### src/rtl/mem_access_stage.sv
// rtl/mem_access_stage.sv - pipeline MEM stage: ALU pass-through or stalled data-memory access with timeout
module mem_access_stage #(
  parameter int MAX_WAIT = 15
) (
  input  logic        clk,
  input  logic        rst,
  input  logic        in_valid,
  input  logic        mem_read,
  input  logic        mem_write,
  input  logic [15:0] addr,
  input  logic [15:0] wdata,
  input  logic [15:0] alu_result,
  input  logic        rf_write,
  input  logic        memtoreg,
  input  logic [3:0]  rf_write_reg,
  output logic        stall,
  output logic        mem_req,
  output logic        mem_we,
  output logic [15:0] mem_addr,
  output logic [15:0] mem_wdata,
  input  logic        mem_ack,
  input  logic [15:0] mem_rdata,
  output logic        out_valid,
  output logic [15:0] dm_data_out,
  output logic [15:0] result_out,
  output logic        rf_write_out,
  output logic        memtoreg_out,
  output logic [3:0]  rf_write_reg_out,
  output logic        err
);

  localparam logic [1:0] IDLE = 2'd0;
  localparam logic [1:0] REQ  = 2'd1;
  localparam logic [1:0] DONE = 2'd2;

  localparam logic [7:0] WAIT_LAST = 8'(MAX_WAIT - 1);

  logic [1:0]  state;
  logic [15:0] l_addr;
  logic [15:0] l_wdata;
  logic [15:0] l_alu;
  logic        l_rf_write;
  logic        l_memtoreg;
  logic [3:0]  l_reg;
  logic        l_we;
  logic [15:0] data_r;
  logic [7:0]  wait_cnt;
  logic        timeout_flag;

  logic in_v;
  logic mem_op;

  // in_valid is gated by reset so outputs fall to idle values immediately
  assign in_v   = in_valid & rst;
  assign mem_op = mem_read | mem_write;

  always_ff @(posedge clk or negedge rst) begin
    if (!rst) begin
      state        <= IDLE;
      l_addr       <= '0;
      l_wdata      <= '0;
      l_alu        <= '0;
      l_rf_write   <= 1'b0;
      l_memtoreg   <= 1'b0;
      l_reg        <= '0;
      l_we         <= 1'b0;
      data_r       <= '0;
      wait_cnt     <= '0;
      timeout_flag <= 1'b0;
    end else begin
      case (state)
        IDLE: begin
          if (in_valid && mem_op) begin
            l_addr       <= addr;
            l_wdata      <= wdata;
            l_alu        <= alu_result;
            l_rf_write   <= rf_write;
            l_memtoreg   <= memtoreg;
            l_reg        <= rf_write_reg;
            l_we         <= mem_write;
            wait_cnt     <= '0;
            timeout_flag <= 1'b0;
            state        <= REQ;
          end
        end
        REQ: begin
          // an ack in the final wait cycle wins over the timeout
          if (mem_ack) begin
            data_r       <= l_we ? 16'h0000 : mem_rdata;
            timeout_flag <= 1'b0;
            state        <= DONE;
          end else if (wait_cnt == WAIT_LAST) begin
            data_r       <= 16'h0000;
            timeout_flag <= 1'b1;
            state        <= DONE;
          end else begin
            wait_cnt <= wait_cnt + 8'd1;
          end
        end
        DONE: begin
          timeout_flag <= 1'b0;
          state        <= IDLE;
        end
        default: state <= IDLE;
      endcase
    end
  end

  always_comb begin
    stall            = 1'b0;
    mem_req          = 1'b0;
    mem_we           = 1'b0;
    mem_addr         = '0;
    mem_wdata        = '0;
    out_valid        = 1'b0;
    dm_data_out      = '0;
    result_out       = '0;
    rf_write_out     = 1'b0;
    memtoreg_out     = 1'b0;
    rf_write_reg_out = '0;
    err              = 1'b0;
    if (rst) begin
      case (state)
        IDLE: begin
          if (in_v) begin
            if (mem_op) begin
              stall = 1'b1;
            end else begin
              out_valid        = 1'b1;
              result_out       = alu_result;
              rf_write_out     = rf_write;
              memtoreg_out     = memtoreg;
              rf_write_reg_out = rf_write_reg;
            end
          end
        end
        REQ: begin
          stall     = 1'b1;
          mem_req   = 1'b1;
          mem_we    = l_we;
          mem_addr  = l_addr;
          mem_wdata = l_wdata;
        end
        DONE: begin
          out_valid        = 1'b1;
          dm_data_out      = data_r;
          result_out       = l_alu;
          rf_write_out     = l_rf_write;
          memtoreg_out     = l_memtoreg;
          rf_write_reg_out = l_reg;
          err              = timeout_flag;
        end
        default: ;
      endcase
    end
  end

endmodule

### config.mk
export PLATFORM = sky130hd
export DESIGN_NAME = mem_access_stage
export DESIGN_NICKNAME = d
export VERILOG_FILES = /design/src/rtl/mem_access_stage.sv
export SDC_FILE = /design/constraint.sdc
export NUM_CORES = 1
export LEC_CHECK = 0
export ABC_AREA = 1
export ABC_CLOCK_PERIOD_IN_PS = 2500
export BUFFER_PORTS_ARGS = -buffer_cell sky130_fd_sc_hd__clkbuf_2
export CORE_MARGIN = 2
export CORE_UTILIZATION = 54
export CTS_CLUSTER_DIAMETER = 100
export CTS_CLUSTER_SIZE = 12
export DETAILED_ROUTE_END_ITERATION = 6
export PLACE_DENSITY_LB_ADDON = 0.15
export SLEW_MARGIN = 20
export SYNTH_ARGS = -nofsm -noshare
export SYNTH_HDL_FRONTEND = slang
export SYNTH_SLANG_ARGS = --single-unit
export TNS_END_PERCENT = 50
### constraint.sdc
create_clock -name clk -period 2.5 [get_ports clk]
set_input_delay 0.375 -clock clk [delete_from_list [all_inputs] [get_ports clk]]
set_output_delay 0.375 -clock clk [all_outputs]
set_load 0.01 [all_outputs]
# ---- Word level (Yosys, flattened, before mapping)
# Cells that the tools add are included.
dict set report word_totals {
  ff_bits 82
  output_inout_bits 75
  wordCells 82
}
dict set report classes {
  n_addsub 1
  n_eq_ne 7
  n_mux 51
  n_bitwise 2
  reduce_logical 10
}
# cell count
set ops {}
lappend ops {{$mux W16} 12}
lappend ops {{$pmux W16 S2} 1}
lappend ops {{$mux W8} 3}
lappend ops {{$mux W1} 21}
lappend ops {{$pmux W8 S2} 1}
lappend ops {{$mux W4} 3}
lappend ops {{$add A8 B1 Y8 const B} 1}
lappend ops {{$eq A8 B4 Y1 const B} 1}
lappend ops {{$pmux W1 S2} 4}
lappend ops {{$pmux W4 S2} 1}
lappend ops {{$mux W2} 3}
lappend ops {{$ne A2 B2 Y1 const B} 3}
lappend ops {{$reduce_and A2 Y1} 3}
lappend ops {{$pmux W2 S2} 1}
lappend ops {{$reduce_and A4 Y1} 1}
lappend ops {{$reduce_bool A2 Y1} 2}
lappend ops {{$ne A3 B3 Y1 const B} 1}
lappend ops {{$pmux W1 S3} 1}
lappend ops {{$reduce_and A3 Y1} 1}
lappend ops {{$reduce_bool A3 Y1} 1}
lappend ops {{$eq A2 B1 Y1 const B} 1}
lappend ops {{$eq A2 B2 Y1 const B} 1}
lappend ops {{$logic_not A2 Y1} 1}
lappend ops {{$and A1 B1 Y1} 1}
lappend ops {{2 further kinds} 2}

# ---- Longest topological paths before layout
# Gate-level depths: netlist of the first run.
dict set report logic_depth {
  word_depth 5
  ltp_mapped 8
  mapped_depth_nobuf 8
}

# ---- Worst setup path before layout of the first run
# OpenSTA, ideal clock, no wires.
dict set report synth_timing {
  path_type {input-to-output}
  start {input mem_write}
  end {output result_out[10]}
  arrival_ns 1.178
  path_slack_ns 0.947
  stages 6
  path_cell_list {inv_1 > nand2_1 > nor3_2 > buf_2 > nand2_1 > a21oi_1}
}
dict set report synth_via {
  elab_chain_len 5
}
# item line
set synth_rtl {}
lappend synth_rtl {{start: declaration} 9} ;# input logic mem_write,
lappend synth_rtl {{$or A1 B1 Y1} 55} ;# assign mem_op = mem_read | mem_write;
lappend synth_rtl {{$mux W16} 126} ;# if (mem_op) begin
lappend synth_rtl {{$mux W16} 125} ;# if (in_v) begin
lappend synth_rtl {{$pmux W16 S2} 123} ;# case (state)
lappend synth_rtl {{$mux W16} 122} ;# if (rst) begin
lappend synth_rtl {{end: declaration} 25} ;# output logic [15:0] result_out,
# No other way between the ends.

# ---- Worst setup path after layout of the first run
dict set report layout_timing {
  start {register state[0]}
  end {output dm_data_out[13]}
}
dict set report layout_via {
  elab_chain_len 3
}
# item line
set layout_rtl {}
lappend layout_rtl {{start: declaration} 38} ;# logic [1:0] state;
lappend layout_rtl {{start signal: assignment} 59} ;# state <= IDLE;
lappend layout_rtl {{start signal: assignment} 83} ;# state <= REQ;
lappend layout_rtl {{start signal: assignment} 91} ;# state <= DONE;
lappend layout_rtl {{$eq A2 B2 Y1} 123}
lappend layout_rtl {{$mux W16} 123}
lappend layout_rtl {{$mux W16} 122}
lappend layout_rtl {{end: declaration} 24} ;# output logic [15:0] dm_data_out,
# No other way between the ends.

==> results of run 1 <==
[through the flow]
step	std cells	hold slack [ps]
4_1_cts	833	214.6
3_5_place_dp	817	458.9
5_1_grt	833	228.7
6_report	833	180.2
2_1_floorplan	590	79.41
3_3_place_gp	817	455.2
[logic make-up (layout without fill, tap and decap cells)]
kind of cell,count (synthesis),in the layout
AND/OR/NAND/NOR,423,423
adder cells (fa/ha/maj),2,2
XOR/XNOR,2,2
AO/OA/AOI/OAI,30,30
buffers and inverters,51,195
flip-flops,82,82
[final cells by class]
class                   instances  share of cell area [%]
flip-flops and latches         82                   40.00
clock buffers                  11                   2.561
clock inverters                 5                   1.073
well taps                      99                   2.415
repair buffers                160                   16.46
inverters                      19                   1.390
multi-input cells             457                   36.10
[routing by layer]
layer	share of wire [%]	vias up	global-route usage, %
met3	7.6	13	3.071
met2	47	158	40.81
met4	1.4	0	8.207
li1	-	2062	-
met5	0	-	0
met1	44	1874	35.09
[power breakdown]
group / internal, W / total (W) / switching (W)
Sequential: 0.00176 / 0.00202 / 0.000261
Clock: 0.000459 / 0.000918 / 0.000459
Combinational: 0.000395 / 0.00106 / 0.000668
Total: 0.00262 / 0.00400 / 0.00139
[timing repair]
action,CTS,global route
buffers inserted,0,0
gates resized for setup,0,0
setup endpoints to repair,0,8
[final timing paths]
check / to / cells after the start / startpoint / slack (ps)
worst max-delay path: dm_data_out[13] / 5 / state[0] / 140
worst min-delay path: l_reg[1] / 2 / rst / 180
worst max register to register: wait_cnt[2] / 8 / state[1] / 620
worst min register to register: data_r[14] / 2 / data_r[14] / 480
max in group asynchronous: l_alu[14] / 2 / rst / 1840
min in group clk: l_addr[13] / 3 / addr[13] / 220
[cells in the final DEF (no fill, tap or decap), types with 2 or more instances in the layout]
cell type   netlist  routed
o21ai_0           5       5
inv_1            15      15
nand2_2           2       2
ha_1              2       2
buf_4             4       9
inv_2             3       3
dfrtp_1          82      82
clkinvlp_4        0       2
xnor2_1           2       2
clkbuf_1          8       2
clkinv_2          0       2
a21oi_1          22      22
nor2_1           68      68
nand2_1         335     335
nand4_1           4       4
nand3_1           8       8
clkbuf_2          0     149
nor2_2            2       2
clkbuf_8          0       9
[worst reg2reg max path, cell delays in order (launching register included)]
cell and delay (ps):
dfrtp_1 450, inv_2 90, nand2_2 90, inv_2 520, nand2_1 190, nand2_1 150
nand2_2 130, nand2_1 80, o21ai_0 70
==> flow_summary_export.csv, run 1 <==
group,metric,value,unit
worst_setup_path,cpMaxStageDelayCell,"inv_1",
logic_synthesis,yosys_warnings,0,
worst_setup_path,worstSetupPathType,"flip-flop to primary output",
logic_synthesis,yosys.area.top_type,"dfrtp_1",
clocking,root_buffer,"clkbuf_8",
routing,wl_per_cell,12.30,um
cells_and_area,multi_input_area,0.001852,mm2
cells_and_area,antenna_cells,0,
logic_synthesis,synth_edf_count,0,
clocking,cts_tree,"done",
pwr,p_total,0.004003,W
place,place_hpwl,7112,um
logic_synthesis,synth_fp_nets,668,
clocking,clock_sinks,82,
place,place_area,0.004940,mm2
logic_synthesis,synthCells,590,
grt,grt_overflow,0,
place,dp_slack,436.7,ps
cells_and_area,nets,807,
timing,worst_slew_pin_slew,730.7,ps
grt,grt_max_degree,83,
pwr,leakagePower,2.882,nW
worst_setup_path,cp_top_family,"buffers and inverters",
die,initial_core_util,56.49,%
cells_and_area,post-route-util,69.98,%
logic_synthesis,synth_compound_area_share,3.988,%
die,io_pins,151,
grt,grt_pass1_vias,3923,
place,place_congestion,0.8499,
timing,setup_violations,0,
die,fp-row-count,31,
routing,viasPerCell,4.930,
cells_and_area,areaGrowthSynthToFinish,23.87,%
logic_synthesis,ys.flop_type,"dfrtp_1",
grt,grt_usage,25.09,%
worst_setup_path,path_cells,"nor2_1 > inv_1 > buf_4 > nor2_1 > clkbuf_2",
routing,drt_first_pass_iters,5,
die,dieArea,0.008386,mm2
logic_synthesis,synthArstFlopShare,100.0,%
timing,slew_violations,0,
clocking,clk_path_buf_depth,2,
logic_synthesis,muxShareOfSynthArea,0,%
routing,vias,4107,
routing,drtAntennaViolNets,0,
timing,min_period_over_period,94.29,%
clocking,cts_buffers,9,
worst_setup_path,startpoint_type,"flip-flop",
die,core_area,0.007331,mm2
worst_setup_path,cp_slowest_stage_delay,540,ps
logic_synthesis,yosysMostFrequentCell,"nand2_1",
clocking,postCtsHoldBufs,0,
clocking,clk_pin_slew_worst_paths,90,ps
cells_and_area,seqCellArea,0.002052,mm2
logic_synthesis,synth_fa_ha_area_share,0.6042,%
routing,routed_wl,10250,um
logic_synthesis,synth_area_leaders,"dfrtp_1 (50%), nand2_1 (30%), nor2_1 (6.2%), a21oi_1 (2.7%), buf_2 (2.3%)",
status,outcome,"complete, no violations",
timing,fin_setup_tns,0,ps
logic_synthesis,synth_top_family_by_area,"simple AND/OR/NAND/NOR gates",
routing,drt_iter0_markers,299,
timing,setup_ws,142.7,ps
logic_synthesis,synth_seq_area_share,49.55,%
cells_and_area,final_layout_size_suffix_gt1_share,25.34,%
clocking,htreeDepth,3,
min_path,holdCritPathClass,"input port to async pin",
clocking,insertion_delay,350,ps
logic_synthesis,synth_area,0.004141,mm2
place,io_buffers,150,
die,die_x,91.58,um
timing,slew_headroom,51.23,%
logic_synthesis,synth.distinct_cells,25,
cells_and_area,finish.instance_area,0.005130,mm2
logic_synthesis,synth-simple-area-share,39.70,%
timing,max_freq,424.2,MHz
worst_setup_path,path_buf_inv,3,
worst_setup_path,critPathCaptureType,"primary output",
grt,antenna_found_initial,0,
logic_synthesis,ys_seq_elements,82,
logic_synthesis,synthXorXnorAreaFrac,0.4230,%
worst_setup_path,worstPathRequired,2120,ps
logic_synthesis,syn_area_per_cell,7.019,um2
pwr,peakVddDrop,0.3766,mV
worst_setup_path,cp_max_fo,25,
grt,grt_pass1_wl,17240,um
routing,drc,0,
logic_synthesis,synth_common_cells,"nand2_1 (335), dfrtp_1 (82), nor2_1 (68)",
die,dieHeight,91.58,um
timing,final_hold_viol_count,0,
worst_setup_path,worstPathArrival,1980,ps
cells_and_area,n_fill_cell,644,
logic_synthesis,synth_top_area_share,49.55,%
pwr,cellPowerDensity,780.3,mW/mm2
flow_run,max_cap_viol_count,0,
worst_setup_path,crit_path_frequent_cell,"nor2_1",
timing,rsz0062_at_grt,"true",
timing,finalCriticalPeriod,2357,ps
timing,clock_skew,18.76,ps
Note: power is estimated with default switching activity, not from simulation.
==> run 2, diff against run 1 <==
--- a/config.mk
+++ b/config.mk
@@ -7,14 +7,14 @@
 export LEC_CHECK = 0
 export ABC_AREA = 1
 export ABC_CLOCK_PERIOD_IN_PS = 2500
-export BUFFER_PORTS_ARGS = -buffer_cell sky130_fd_sc_hd__clkbuf_2
 export CORE_MARGIN = 2
-export CORE_UTILIZATION = 54
+export CORE_UTILIZATION = 55
 export CTS_CLUSTER_DIAMETER = 100
 export CTS_CLUSTER_SIZE = 12
 export DETAILED_ROUTE_END_ITERATION = 6
+export DONT_BUFFER_PORTS = 1
 export PLACE_DENSITY_LB_ADDON = 0.15
-export SLEW_MARGIN = 20
+export SLEW_MARGIN = 30
 export SYNTH_ARGS = -nofsm -noshare
 export SYNTH_HDL_FRONTEND = slang
 export SYNTH_SLANG_ARGS = --single-unit
==> run 2 against run 1 <==
Core utilization decreased by 4.4 points. Die area decreased by 1.7%. Hold slack got worse by 55 ps. Wire length increased by 0.99%. Via count decreased by 8.0%. Critical endpoint is now mem_addr[14]. Sequential power about the same. Clock skew decreased by 12 ps. Sequential cell count unchanged. Sequential share of layout area increased by 3.1 points. Power increased by 3.6%.
==> flow_summary_export.csv, run 2 (same netlist as run 1, synthesis figures left out) <==
group,metric,value,unit
place,dp_slack,536.8,ps
cells_and_area,antenna_cells,0,
grt,grt_overflow,0,
clocking,cts_buffers,9,
cells_and_area,final_layout_size_suffix_gt1_share,12.48,%
worst_setup_path,path_cells,"inv_2 > nand2_2 > clkinv_2 > nand2_1 > nor2_1",
routing,drt_iter0_markers,241,
timing,clock_skew,7.238,ps
grt,grt_max_degree,83,
timing,worst_slew_pin_slew,663.4,ps
timing,rsz0062_at_grt,"false",
routing,viasPerCell,5.221,
die,die_x,90.78,um
timing,setup_violations,0,
clocking,insertion_delay,350,ps
cells_and_area,layout_commonest_cell,"nand2_1",
clocking,cts_tree,"done",
clocking,clk_path_buf_depth,2,
place,place_hpwl,6906,um
worst_setup_path,cpMaxStageDelayCell,"dfrtp_1",
grt,antenna_found_initial,0,
clocking,htreeDepth,3,
clocking,clock_sinks,82,
timing,final_hold_viol_count,0,
grt,grt_usage,25.78,%
clocking,clk_pin_slew_worst_paths,90,ps
die,dieHeight,90.78,um
grt,grt_pass1_wl,17250,um
place,place_congestion,0.8248,
worst_setup_path,startpoint_type,"flip-flop",
timing,min_period_over_period,89.74,%
timing,max_freq,445.8,MHz
cells_and_area,nets,698,
routing,routed_wl,10350,um
cells_and_area,multi_input_area,0.001852,mm2
timing,slew_headroom,55.63,%
cells_and_area,post-route-util,65.62,%
timing,finalCriticalPeriod,2243,ps
worst_setup_path,critPathCaptureType,"primary output",
timing,slew_violations,0,
worst_setup_path,cp_slowest_stage_delay,570,ps
die,core_area,0.007253,mm2
worst_setup_path,worstPathRequired,2120,ps
pwr,cellPowerDensity,871.1,mW/mm2
routing,drtAntennaViolNets,0,
status,outcome,"complete, no violations",
cells_and_area,final_cell_mix,"nand2_1 (335), dfrtp_1 (82), nor2_1 (68)",
cells_and_area,areaGrowthSynthToFinish,14.92,%
routing,wl_per_cell,14.29,um
flow_run,max_cap_viol_count,0,
cells_and_area,n_fill_cell,664,
timing,setup_ws,256.6,ps
grt,grt_pass1_vias,3651,
routing,drc,0,
min_path,holdCritPathClass,"input port to flip-flop",
worst_setup_path,cp_max_fo,36,
die,fp-row-count,31,
place,io_buffers,0,
clocking,root_buffer,"clkbuf_8",
die,dieArea,0.008240,mm2
routing,drt_first_pass_iters,5,
worst_setup_path,worstPathArrival,1870,ps
timing,fin_setup_tns,0,ps
worst_setup_path,worstSetupPathType,"flip-flop to primary output",
pwr,peakVddDrop,0.5122,mV
die,initial_core_util,57.10,%
routing,vias,3780,
cells_and_area,seqCellArea,0.002052,mm2
die,io_pins,151,
pwr,leakagePower,2.486,nW
==> run 2: through the flow <==
step                      power [W]  hold slack (ps)  area (um2)  instances
after floorplan            0.002732            79.41        4141        590
after global placement     0.002937            82.08        4479        706
after detailed placement   0.002986            81.26        4479        706
after CTS                  0.004170            116.1        4758        724
after global routing       0.004441            119.6        4760        724
final                      0.004146            125.1        4760        724
==> run 2: critical path, delay by kind of cell (launching register included) <==
| kind | cells | cell delay (ps) |
|---|---|---|
| buffers and inverters | 2 | 500 |
| DFF | 1 | 570 |
| and+or+nand+nor | 3 | 430 |
==> run 2: cell type report <==
| type | count | share of cell area [%] |
|---|---|---|
| Tap cell | 99 | 2.603 |
| Inverter | 19 | 1.525 |
| Clock buffer | 9 | 2.603 |
| Timing Repair Buffer | 51 | 8.780 |
| Sequential cell | 82 | 43.11 |
| Clock inverter | 7 | 2.471 |
| Multi-Input combinational cell | 457 | 38.91 |
==> run 2: what timing repair did <==
item / in CTS / in global routing
setup buffers: 0 / 0
hold buffers: 2 / 0
resized for setup: 0 / 1
setup endpoints to repair: 0 / 1
hold endpoints to repair: 82 / 0
==> run 2: routing by layer <==
| metal | part of all wire, % | global-route usage (%) | wire (um) | vias up |
|---|---|---|---|---|
| li1 | - | - | - | 1840 |
| met1 | 43 | 34.01 | 4445 | 1778 |
| met2 | 46 | 40.42 | 4714 | 146 |
| met3 | 9.7 | 7.930 | 999 | 16 |
| met4 | 1.8 | 9.217 | 187 | 0 |
| met5 | 0 | 0 | 0 | - |
==> run 2: report_power, final <==
group / internal (W) / switching (W) / total [W]
Combinational: 0.000339 / 0.000632 / 0.000971
Sequential: 0.00176 / 0.000266 / 0.00203
Clock: 0.000663 / 0.000486 / 0.00115
==> run 2: final timing paths <==
kind,slack (ps),start,depth (start not counted),endpoint
worst min-delay path,130,wdata[4],2,l_wdata[4]
min in group asynchronous,630,rst,2,l_alu[14]
max in group asynchronous,1570,rst,2,l_addr[9]
worst min register to register,480,l_alu[2],2,l_alu[2]
worst max-delay path,260,state[1],5,mem_addr[14]
worst max register to register,500,state[1],8,wait_cnt[3]
